[src/rtl/imem_fetch_ctrl.sv]
// Instruction memory sequencer: boot-loads the 256-word memory from a byte stream,
// then runs the PC fetch loop into a registered valid/ready stage toward decode.
module imem_fetch_ctrl #(
    parameter int          DATA_WIDTH = 32,
    parameter int          ADDR_WIDTH = 8,
    parameter logic [31:0] RESET_PC   = 32'h0
) (
    input  logic                  clk,
    input  logic                  rst,
    input  logic                  load_start,
    input  logic                  load_valid,
    input  logic [7:0]            load_data,
    input  logic                  load_last,
    output logic                  load_busy,
    output logic                  mem_we,
    output logic [ADDR_WIDTH-1:0] mem_waddr,
    output logic [DATA_WIDTH-1:0] mem_wdata,
    output logic [ADDR_WIDTH-1:0] imem_addr,
    input  logic [DATA_WIDTH-1:0] imem_inst,
    input  logic                  run_start,
    input  logic                  halt,
    input  logic                  redirect_valid,
    input  logic [31:0]           redirect_pc,
    output logic                  inst_valid,
    input  logic                  inst_ready,
    output logic [DATA_WIDTH-1:0] inst_out,
    output logic [31:0]           inst_pc,
    output logic [1:0]            state_o
);

    typedef enum logic [1:0] {
        S_IDLE = 2'd0,
        S_LOAD = 2'd1,
        S_RUN  = 2'd2,
        S_HALT = 2'd3
    } state_t;

    state_t                r_state;
    state_t                w_state_nxt;

    logic [1:0]            r_byte_cnt_p0;
    logic [ADDR_WIDTH-1:0] r_word_cnt_p0;
    logic [DATA_WIDTH-1:0] r_asm_p0;
    logic                  r_load_done;
    logic                  r_wr_vld_p1;
    logic [ADDR_WIDTH-1:0] r_wr_addr_p1;
    logic [DATA_WIDTH-1:0] r_wr_data_p1;

    logic [31:0]           r_pc_p0;
    logic                  r_inst_vld_p1;
    logic [DATA_WIDTH-1:0] r_inst_data_p1;
    logic [31:0]           r_inst_pc_p1;

    logic                  w_idle_or_halt;
    logic                  w_start_load;
    logic                  w_start_run;
    logic                  w_byte_acc;
    logic                  w_word_wr;
    logic                  w_final_wr;
    logic [DATA_WIDTH-1:0] w_asm_nxt;
    logic                  w_halt;
    logic                  w_redirect;
    logic                  w_capture;

    assign w_idle_or_halt = (r_state == S_IDLE) || (r_state == S_HALT);
    assign w_start_load   = w_idle_or_halt && load_start;
    assign w_start_run    = w_idle_or_halt && run_start && !load_start;

    // Once the closing write is issued, the remaining LOAD cycle ignores bytes.
    assign w_byte_acc = (r_state == S_LOAD) && !r_load_done && load_valid;
    assign w_word_wr  = w_byte_acc && ((r_byte_cnt_p0 == 2'd3) || load_last);
    assign w_final_wr = w_word_wr && (load_last || (r_word_cnt_p0 == {ADDR_WIDTH{1'b1}}));
    assign w_asm_nxt  = r_asm_p0 | (DATA_WIDTH'(load_data) << {r_byte_cnt_p0, 3'b000});

    assign w_halt     = (r_state == S_RUN) && halt;
    assign w_redirect = (r_state == S_RUN) && redirect_valid && !halt;
    assign w_capture  = (r_state == S_RUN) && !halt && !redirect_valid &&
                        (!r_inst_vld_p1 || inst_ready);

    always_comb begin
        w_state_nxt = r_state;
        case (r_state)
            S_IDLE, S_HALT: begin
                if (load_start)
                    w_state_nxt = S_LOAD;
                else if (run_start)
                    w_state_nxt = S_RUN;
            end
            S_LOAD: begin
                if (r_load_done)
                    w_state_nxt = S_IDLE;
            end
            S_RUN: begin
                if (halt)
                    w_state_nxt = S_HALT;
            end
            default: w_state_nxt = S_IDLE;
        endcase
    end

    // Stage p0 -> p1: byte assembly feeding the registered memory write.
    always_ff @(posedge clk or posedge rst) begin
        if (rst) begin
            r_byte_cnt_p0 <= 2'd0;
            r_word_cnt_p0 <= '0;
            r_asm_p0      <= '0;
            r_load_done   <= 1'b0;
            r_wr_vld_p1   <= 1'b0;
            r_wr_addr_p1  <= '0;
            r_wr_data_p1  <= '0;
        end else begin
            r_wr_vld_p1 <= w_word_wr;
            if (w_start_load) begin
                r_byte_cnt_p0 <= 2'd0;
                r_word_cnt_p0 <= '0;
                r_asm_p0      <= '0;
                r_load_done   <= 1'b0;
            end else if (w_word_wr) begin
                r_wr_addr_p1  <= r_word_cnt_p0;
                r_wr_data_p1  <= w_asm_nxt;
                r_word_cnt_p0 <= r_word_cnt_p0 + ADDR_WIDTH'(1);
                r_byte_cnt_p0 <= 2'd0;
                r_asm_p0      <= '0;
                r_load_done   <= w_final_wr;
            end else if (w_byte_acc) begin
                r_asm_p0      <= w_asm_nxt;
                r_byte_cnt_p0 <= r_byte_cnt_p0 + 2'd1;
            end
        end
    end

    // Stage p0 -> p1: PC drives the read address, fetched word lands in the decode register.
    always_ff @(posedge clk or posedge rst) begin
        if (rst) begin
            r_state        <= S_IDLE;
            r_pc_p0        <= RESET_PC;
            r_inst_vld_p1  <= 1'b0;
            r_inst_data_p1 <= '0;
            r_inst_pc_p1   <= '0;
        end else begin
            r_state <= w_state_nxt;
            if (w_start_run) begin
                r_pc_p0       <= RESET_PC;
                r_inst_vld_p1 <= 1'b0;
            end else if (w_halt) begin
                r_inst_vld_p1 <= 1'b0;
            end else if (w_redirect) begin
                r_pc_p0       <= redirect_pc & ~32'd3;
                r_inst_vld_p1 <= 1'b0;
            end else if (w_capture) begin
                r_inst_data_p1 <= imem_inst;
                r_inst_pc_p1   <= r_pc_p0;
                r_inst_vld_p1  <= 1'b1;
                r_pc_p0        <= r_pc_p0 + 32'd4;
            end
        end
    end

    assign load_busy  = (r_state == S_LOAD);
    assign mem_we     = r_wr_vld_p1;
    assign mem_waddr  = r_wr_addr_p1;
    assign mem_wdata  = r_wr_data_p1;
    assign imem_addr  = r_pc_p0[ADDR_WIDTH+1:2];
    assign inst_valid = r_inst_vld_p1;
    assign inst_out   = r_inst_data_p1;
    assign inst_pc    = r_inst_pc_p1;
    assign state_o    = r_state;

endmodule

[config.mk]
export PLATFORM = sky130hd
export DESIGN_NAME = imem_fetch_ctrl
export DESIGN_NICKNAME = d
export VERILOG_FILES = /design/src/rtl/imem_fetch_ctrl.sv
export SDC_FILE = /design/constraint.sdc
export NUM_CORES = 1
export LEC_CHECK = 0
export ABC_CLOCK_PERIOD_IN_PS = 17600
export CORE_MARGIN = 3
export CORE_UTILIZATION = 50
export CTS_BUF_LIST = sky130_fd_sc_hd__clkbuf_2 sky130_fd_sc_hd__clkbuf_4 sky130_fd_sc_hd__clkbuf_8
export DETAILED_ROUTE_END_ITERATION = 10
export PLACE_DENSITY = 0.81
export REMOVE_ABC_BUFFERS = 1
export SETUP_SLACK_MARGIN = 0.02
export SLEW_MARGIN = 20
export SYNTH_ARGS = -nofsm -noshare
export SYNTH_HDL_FRONTEND = slang
export SYNTH_SLANG_ARGS = --single-unit
[constraint.sdc]
create_clock -name clk -period 17.6 [get_ports clk]
set_clock_uncertainty 0.15 [all_clocks]
set_input_delay 4.4 -clock clk [delete_from_list [all_inputs] [get_ports clk]]
set_output_delay 4.4 -clock clk [all_outputs]
set_load 0.03 [all_outputs]
==> summary.json, run 1 <==
{
  "outcome": {
    "result_of_the_run": "finished clean"
  },
  "yosys": {
    "synthDistinctLibCells": 59,
    "async_reset_ff_share_pct": 100,
    "netlist_area_um2": 8020,
    "synth_top_area_cell": "sky130_fd_sc_hd__dfrtp_1",
    "number_of_enable_flip_flop_cells_after_synthesis": 0,
    "ys.warnings.count": 0,
    "synth-simple-area-share_pct": 14.1,
    "synth-xor-area-share_pct": 0.983,
    "synth-compound-area-share_pct": 13.6,
    "synth_top_cells_by_area": "sky130_fd_sc_hd__dfrtp_1, sky130_fd_sc_hd__mux2_2, sky130_fd_sc_hd__a21oi_1, sky130_fd_sc_hd__nor2_1, sky130_fd_sc_hd__nand2_1",
    "yosys.area_share.adder_pct": 0.780,
    "muxShareOfSynthArea_pct": 10.2,
    "synth-seq-cells": 179,
    "synth_flop_cell": "sky130_fd_sc_hd__dfrtp_1",
    "synth_top_area_share_pct": 55.8,
    "synth_top_family_by_area": "simple AND/OR/NAND/NOR gates",
    "synth.yosys.seq_area_share_pct": 55.8,
    "syn-instance-count": 754,
    "syn_avg_cell_area_um2": 10.6
  },
  "route": {
    "via_count": 6260,
    "detail_route.drc_violations": 0,
    "detail_route.iter0.violations": 418,
    "wl_mm": 19.1,
    "routedWlPerCell_um": 16.9,
    "avgViaCountPerCell": 5.53,
    "route.antenna.remaining_nets": 0,
    "dr.pass1.iters": 6
  },
  "final_layout": {
    "layout.filler_cells": 1257,
    "area_growth_syn_to_layout_pct": 28.8,
    "post_route_cells_drive_above_1_share_pct": 13.2,
    "finish.net_count": 994,
    "n_antenna_cell": 0,
    "register_area_um2": 4480,
    "multi_input_comb_area_um2": 3190,
    "post_layout_utilization_of_the_core_pct": 67.0
  },
  "grt": {
    "gr-max-usage-layer": "met2",
    "antenna_violations_before_repair": 2,
    "grt.met3_usage_pct": 8.37,
    "via_count_of_the_first_global_routing_pass": 6119,
    "met1_usage_pct": 29.4,
    "grt_pass1_wl_mm": 31.4,
    "gr-usage-all-layers_pct": 22.1,
    "grt_max_degree": 105,
    "grt.met2_usage_pct": 33.4,
    "global_route.overflow_total": 0
  },
  "clock_network": {
    "clock_insertion_delay_worst_skew_ns": 0.46,
    "postCtsHoldBufs": 0,
    "cts.repair_timing.setup_buffer_count": 0,
    "tritoncts.num_buffers": 17,
    "cts_tree": "done",
    "cts_resized": 0,
    "cts.reportedPaths.clkPinSlew_ns": 0.09,
    "clock-root-buffer": "sky130_fd_sc_hd__clkbuf_8",
    "cts-root-to-sink-buffers": 2,
    "cts_sinks": 179,
    "h-tree-depth": 4
  },
  "power_and_ir_drop": {
    "ir_drop_mv": 0.107,
    "static-leakage-power_nw": 4.38,
    "power_density_nw_per_um2": 173
  },
  "timing": {
    "rsz0062_at_grt": "no",
    "drv_slew": 0,
    "timing.final.ws_setup_ns": 10.48,
    "layout_min_cycle_time_ns": 7.12,
    "slew_headroom_pct": 28.6,
    "fin_worst_hold_slack_ns": 0.348,
    "setup-tns-final_ns": 0,
    "timing.final.crit_share_pct": 40.5,
    "max_slew.worst_pin.slew_ns": 1.07,
    "timing.fmax_mhz": 140,
    "finalHoldViolCount": 0,
    "timing.final.setup_violations": 0
  },
  "floorplan": {
    "floorplan.die.height_um": 133,
    "num_rows": 45,
    "ios": 198,
    "dieWidth_um": 133,
    "design.die.area_um2": 17600,
    "coreArea_um2": 15400,
    "floorplan.initialDensity_pct": 52.0
  },
  "worst_setup_path": {
    "worst_setup_end_kind": "register",
    "criticalPathCategory": "input port to register",
    "data_arrival_time_of_the_worst_path_ns": 7.37,
    "start_kind": "input port",
    "critical_path_peak_fanout": 46,
    "required_ns": 17.84
  },
  "job": {
    "cap_viol_max_count": 0
  },
  "place": {
    "port_buffers": 193,
    "dpl_worst_slack_ns": 10.02,
    "hpwl_mm": 12.9,
    "globalplace.congestion": 0.853
  },
  "min_path": {
    "hold_class": "register to register"
  }
}
==> metrics by stage <==
step	power, mW	cell area (um^2)	instances
after floorplan	1.17	7690	691
after global placement	1.49	9940	1100
after detailed placement	1.51	9940	1100
after CTS	1.80	10300	1132
after global routing	1.89	10300	1132
final	1.78	10300	1132
==> cell usage in the layout, fill, tap and decap left out, drive strengths merged, types with 3 or more instances in the layout <==
master / netlist / routed
nor2b: 7 / 7
or2: 3 / 3
clkbuf: 22 / 18
nand2: 41 / 41
nand3b: 3 / 3
inv: 7 / 10
buf: 41 / 5
a21oi: 118 / 118
or4: 6 / 6
clkdlybuf4s50: 0 / 193
nor4: 5 / 5
nor2: 97 / 97
nor3: 9 / 9
xor2: 8 / 8
and2: 5 / 5
nand4: 16 / 16
a31oi: 13 / 13
dfrtp: 179 / 179
clkinv: 0 / 6
o21ai: 19 / 19
or3: 7 / 7
clkinvlp: 0 / 3
and3: 4 / 4
mux2i: 5 / 5
o211ai: 7 / 7
ha: 5 / 5
a22oi: 13 / 13
a211oi: 6 / 6
mux2: 68 / 68
nand3: 15 / 15
==> worst max-delay path, stage by stage <==
cell	delay (ns)
sky130_fd_sc_hd__clkdlybuf4s50_1	0.46
sky130_fd_sc_hd__nor2b_1	0.25
sky130_fd_sc_hd__o21a_1	0.61
sky130_fd_sc_hd__nand2_2	0.52
sky130_fd_sc_hd__buf_4	0.46
sky130_fd_sc_hd__or4_1	0.55
sky130_fd_sc_hd__nand3_1	0.09
==> cells by family (layout without fill, tap and decap cells) <==
logic type	count (synthesis)	in the layout
buf+inv	71	237
mux	73	73
other cells	1	2
compound gates	191	191
simple gates	225	225
flops	179	179
xor+xnor	9	9
fa+ha+maj	5	5
==> report_power, final <==
| group | total [mW] | internal [mW] | switching (mW) |
|---|---|---|---|
| combinational | 0.832 | 0.357 | 0.475 |
| clock | 0.281 | 0.130 | 0.151 |
| sequential | 0.671 | 0.556 | 0.114 |
| total | 1.78 | 1.04 | 0.741 |
==> layout make-up <==
cell class	count	share of cell area, %
timing repair buffer	198	19.1
inverter	7	0.303
sequential	179	43.3
clock inverter	14	1.51
tap	211	2.55
multi-input combinational	505	30.9
clock buffer	18	2.34
==> worst paths after layout <==
check / from / to / slack [ns] / depth (start not counted)
min reg2reg: inst_pc[12] / inst_pc[12] / 0.35 / 2
max: halt / r_pc_p0[29] / 10.48 / 7
max reg2reg: state_o[0] / r_pc_p0[29] / 14.06 / 8
max in group asynchronous: rst / r_asm_p0[2] / 11.40 / 3
min in group asynchronous: rst / mem_wdata[26] / 4.33 / 2
min: inst_pc[12] / inst_pc[12] / 0.35 / 2
==> cells in the mapped netlist, types with 2 or more instances <==
master and n:
sky130_fd_sc_hd__nor4_1 3, sky130_fd_sc_hd__and3_1 3, sky130_fd_sc_hd__o21ai_0 19, sky130_fd_sc_hd__ha_1 5
sky130_fd_sc_hd__nor3b_1 2, sky130_fd_sc_hd__o211ai_1 7, sky130_fd_sc_hd__buf_2 12, sky130_fd_sc_hd__nor2_1 97
sky130_fd_sc_hd__mux2_2 68, sky130_fd_sc_hd__a31oi_1 13, sky130_fd_sc_hd__nor3_1 8, sky130_fd_sc_hd__a2bb2oi_1 2
sky130_fd_sc_hd__nor4_4 2, sky130_fd_sc_hd__a22o_1 2, sky130_fd_sc_hd__buf_4 16, sky130_fd_sc_hd__nand4_1 14
sky130_fd_sc_hd__nand2_1 41, sky130_fd_sc_hd__inv_1 7, sky130_fd_sc_hd__clkbuf_1 20, sky130_fd_sc_hd__or4_1 6
sky130_fd_sc_hd__a21oi_1 118, sky130_fd_sc_hd__a22oi_1 13, sky130_fd_sc_hd__and3b_1 2, sky130_fd_sc_hd__mux2i_1 5
sky130_fd_sc_hd__or3_1 6, sky130_fd_sc_hd__and2_1 5, sky130_fd_sc_hd__nand3b_1 3, sky130_fd_sc_hd__xor2_1 8
sky130_fd_sc_hd__or2_2 3, sky130_fd_sc_hd__a211oi_1 6, sky130_fd_sc_hd__nor2b_1 7, sky130_fd_sc_hd__dfrtp_1 179
sky130_fd_sc_hd__a41oi_1 2, sky130_fd_sc_hd__buf_1 12, sky130_fd_sc_hd__nand3_1 14
==> routing by layer <==
layer	part of all wire, %	vias up
met1	42	2980
met5	0.13	-
met3	9.3	29
met4	1.6	4
li1	-	2975
met2	47	272
==> registers in the layout, summed over array words and instances, names as in the netlist <==
signal         count
r_word_cnt_p0      8
state_o            2
r_pc_p0           30
r_load_done        1
r_byte_cnt_p0      2
mem_wdata         32
inst_valid         1
r_asm_p0          32
inst_pc           30
mem_we             1
mem_waddr          8
inst_out          32
Power figures use the tool's default switching activity.
==> inputs of run 2 (changes only) <==
ABC_CLOCK_PERIOD_IN_PS = 7200   (was 17600)
clock period = 7.2 ns   (was 17.6 ns; I/O delays follow)
==> summary.json, run 2 (synthesis results as in run 1) <==
{
  "outcome": {
    "result_of_the_run": "finished clean"
  },
  "place": {
    "hpwl": {"value": 13.5, "unit": "mm", "change": "+4.7%"},
    "globalplace.congestion": {"value": 0.828, "change": "-2.9%"},
    "port_buffers": {"value": 193, "change": "unchanged"}
  },
  "route": {
    "detail_route.drc_violations": {"value": 0, "change": "unchanged"},
    "routedWlPerCell": {"value": 17.3, "unit": "um", "change": "+2.5%"},
    "avgViaCountPerCell": {"value": 5.58, "change": "+0.92%"},
    "route.antenna.remaining_nets": {"value": 0, "change": "unchanged"},
    "via_count": {"value": 6323, "change": "+1.0%"},
    "wl": {"value": 19.6, "unit": "mm", "change": "+2.6%"},
    "detail_route.iter0.violations": {"value": 390, "change": "-6.7%"},
    "dr.pass1.iters": {"value": 6, "change": "unchanged"}
  },
  "grt": {
    "via_count_of_the_first_global_routing_pass": {"value": 6128, "change": "+0.15%"},
    "met1_usage": {"value": 29.6, "unit": "%", "change": "+0.14 points"},
    "gr-max-usage-layer": "met2",
    "grt_pass1_wl": {"value": 31.8, "unit": "mm", "change": "+1.2%"},
    "antenna_violations_before_repair": {"value": 2, "change": "unchanged"},
    "grt_max_degree": {"value": 72, "change": "-31%"},
    "grt.met2_usage": {"value": 35.3, "unit": "%", "change": "+1.8 points"},
    "grt.met3_usage": {"value": 7.87, "unit": "%", "change": "-0.49 points"},
    "global_route.overflow_total": {"value": 0, "change": "unchanged"},
    "gr-usage-all-layers": {"value": 22.4, "unit": "%", "change": "+0.32 points"}
  },
  "final_layout": {
    "layout.filler_cells": {"value": 1264, "change": "+0.56%"},
    "leading_cell_types_in_the_layout_fill_and_taps_excluded": "sky130_fd_sc_hd__clkdlybuf4s50_1, sky130_fd_sc_hd__dfrtp_1, sky130_fd_sc_hd__a21oi_1",
    "area_growth_syn_to_layout": {"value": 28.9, "unit": "%", "change": "about the same"},
    "post_route_cells_drive_above_1_share": {"value": 13.3, "unit": "%", "change": "+0.094 points"},
    "finish.net_count": {"value": 996, "change": "+0.20%"},
    "register_area": {"value": 4480, "unit": "um^2", "change": "unchanged"},
    "n_antenna_cell": {"value": 0, "change": "unchanged"},
    "multi_input_comb_area": {"value": 3190, "unit": "um^2", "change": "unchanged"},
    "most_common_library_cell_in_the_layout_ignoring_fill_and_taps": "sky130_fd_sc_hd__clkdlybuf4s50_1"
  },
  "timing": {
    "timing.final.crit_share_pct": 60.9,
    "drv_slew": {"value": 0, "change": "unchanged"},
    "slew_headroom": {"value": 30.7, "unit": "%", "change": "+2.0 points"},
    "timing.fmax_mhz": 228,
    "finalHoldViolCount": {"value": 0, "change": "unchanged"},
    "setup-tns-final": {"value": 0, "unit": "ns", "change": "unchanged"},
    "max_slew.worst_pin.slew": {"value": 1.04, "unit": "ns", "change": "-0.0302 ns"},
    "rsz0062_at_grt": "no",
    "timing.final.setup_violations": {"value": 0, "change": "unchanged"},
    "layout_min_cycle_time_ns": 4.39
  },
  "worst_setup_path": {
    "data_arrival_time_of_the_worst_path": {"value": 4.57, "unit": "ns", "change": "-2.80 ns"},
    "reg2reg_setup_slack": {"value": 3.82, "unit": "ns", "change": "-10.24 ns"},
    "critical_path_peak_fanout": {"value": 36, "change": "-22%"},
    "required": {"value": 7.39, "unit": "ns", "change": "-10.45 ns"},
    "worst_setup_end_kind": "register",
    "worst_setup_path_endpoint": "inst_pc[8]",
    "setup.worst_path.start": "halt",
    "start_kind": "input port",
    "criticalPathCategory": "input port to register",
    "reg_to_reg_critical_path_startpoint": "state_o[0]",
    "reg2regPathDepth": {"value": 7, "change": "-1"},
    "timing.rr.end": "inst_pc[8]"
  },
  "power_and_ir_drop": {
    "ir_drop": {"value": 0.248, "unit": "mV", "change": "+130%"},
    "power": {"value": 4.37, "unit": "mW", "change": "+150%"},
    "static-leakage-power": {"value": 4.39, "unit": "nW", "change": "+0.17%"},
    "power_density": {"value": 423, "unit": "nW/um^2", "change": "+140%"}
  },
  "clock_network": {
    "clock_insertion_delay_worst_skew": {"value": 0.45, "unit": "ns", "change": "about the same"},
    "cts-root-to-sink-buffers": {"value": 2, "change": "unchanged"},
    "clock-root-buffer": "sky130_fd_sc_hd__clkbuf_8",
    "cts_tree": "done",
    "cts_sinks": {"value": 179, "change": "unchanged"},
    "tritoncts.num_buffers": {"value": 17, "change": "unchanged"},
    "cts.repair_timing.setup_buffer_count": {"value": 0, "change": "unchanged"},
    "cts_resized": {"value": 0, "change": "unchanged"},
    "postCtsHoldBufs": {"value": 0, "change": "unchanged"},
    "h-tree-depth": {"value": 4, "change": "unchanged"},
    "cts.reportedPaths.clkPinSlew": {"value": 0.10, "unit": "ns", "change": "about the same"}
  },
  "floorplan": {
    "dieWidth": {"value": 133, "unit": "um", "change": "unchanged"},
    "floorplan.die.height": {"value": 133, "unit": "um", "change": "unchanged"},
    "coreArea": {"value": 15400, "unit": "um^2", "change": "unchanged"},
    "floorplan.initialDensity": {"value": 52.0, "unit": "%", "change": "unchanged"},
    "design.die.area": {"value": 17600, "unit": "um^2", "change": "unchanged"},
    "num_rows": {"value": 45, "change": "unchanged"},
    "ios": {"value": 198, "change": "unchanged"}
  },
  "min_path": {
    "hold_class": "register to register"
  },
  "job": {
    "cap_viol_max_count": {"value": 0, "change": "unchanged"}
  }
}
## run 2: changes by cell type in the layout (fill, tap and decap cells not counted), sizes merged
cell      delta
clkinvlp     -1
clkinv       -5
buf          +2
bufinv       -1
inv          +6
## run 2: area by class of cell
cell class	instances	area share, %
clock buffer	18	2.40
timing repair buffer	200	19.2
clock inverter	13	1.36
inverter	7	0.302
tap	211	2.55
sequential	179	43.3
multi-input combinational	505	30.9
## run 2: how the worst min path moves through the flow
stage                start     endpoint  slack, ns  depth (start not counted)
6_report       inst_pc[13]  inst_pc[13]       0.35                          2
5_1_grt        inst_pc[29]  inst_pc[29]       0.37                          1
4_1_cts        inst_pc[13]  inst_pc[13]       0.35                          2
3_5_place_dp   inst_pc[13]  inst_pc[13]       0.33                          2
3_3_place_gp   inst_pc[12]  inst_pc[12]       0.31                          2
2_1_floorplan  r_asm_p0[0]  r_asm_p0[0]       0.31                          2
## run 2: critical path: stages
cell and delay, ns:
sky130_fd_sc_hd__clkdlybuf4s50_1 0.47, sky130_fd_sc_hd__nor2b_1 0.24, sky130_fd_sc_hd__o21a_1 0.63, sky130_fd_sc_hd__nand2_2 0.68, sky130_fd_sc_hd__buf_4 0.45, sky130_fd_sc_hd__mux2_2 0.30
## run 2: metal layers
metal  routed length, um  vias to the layer above
met2                9250                      271
met5                  17                        -
met3                1820                       27
met1                8220                     3041
met4                 290                        4
li1                    -                     2980
## run 2: metrics by stage
stage          util [%]  instance area (um^2)  cells  setup WS, ns  hold slack [ns]
6_report           67.0                 10300   1133          2.81            0.352
5_1_grt            67.0                 10300   1133          2.64            0.373
4_1_cts            67.0                 10300   1133          2.85            0.349
3_5_place_dp       64.5                  9950   1102          2.36            0.330
3_3_place_gp       64.5                  9950   1102          2.41            0.313
2_1_floorplan         -                  7690    691         0.391            0.313
## run 2: report_power, final
part | switching (mW) | internal [mW] | total (mW) | leakage [nW]
Clock | 0.389 | 0.295 | 0.684 | 0.193
Combinational | 1.17 | 0.876 | 2.04 | 1.96
Sequential | 0.283 | 1.36 | 1.64 | 2.24
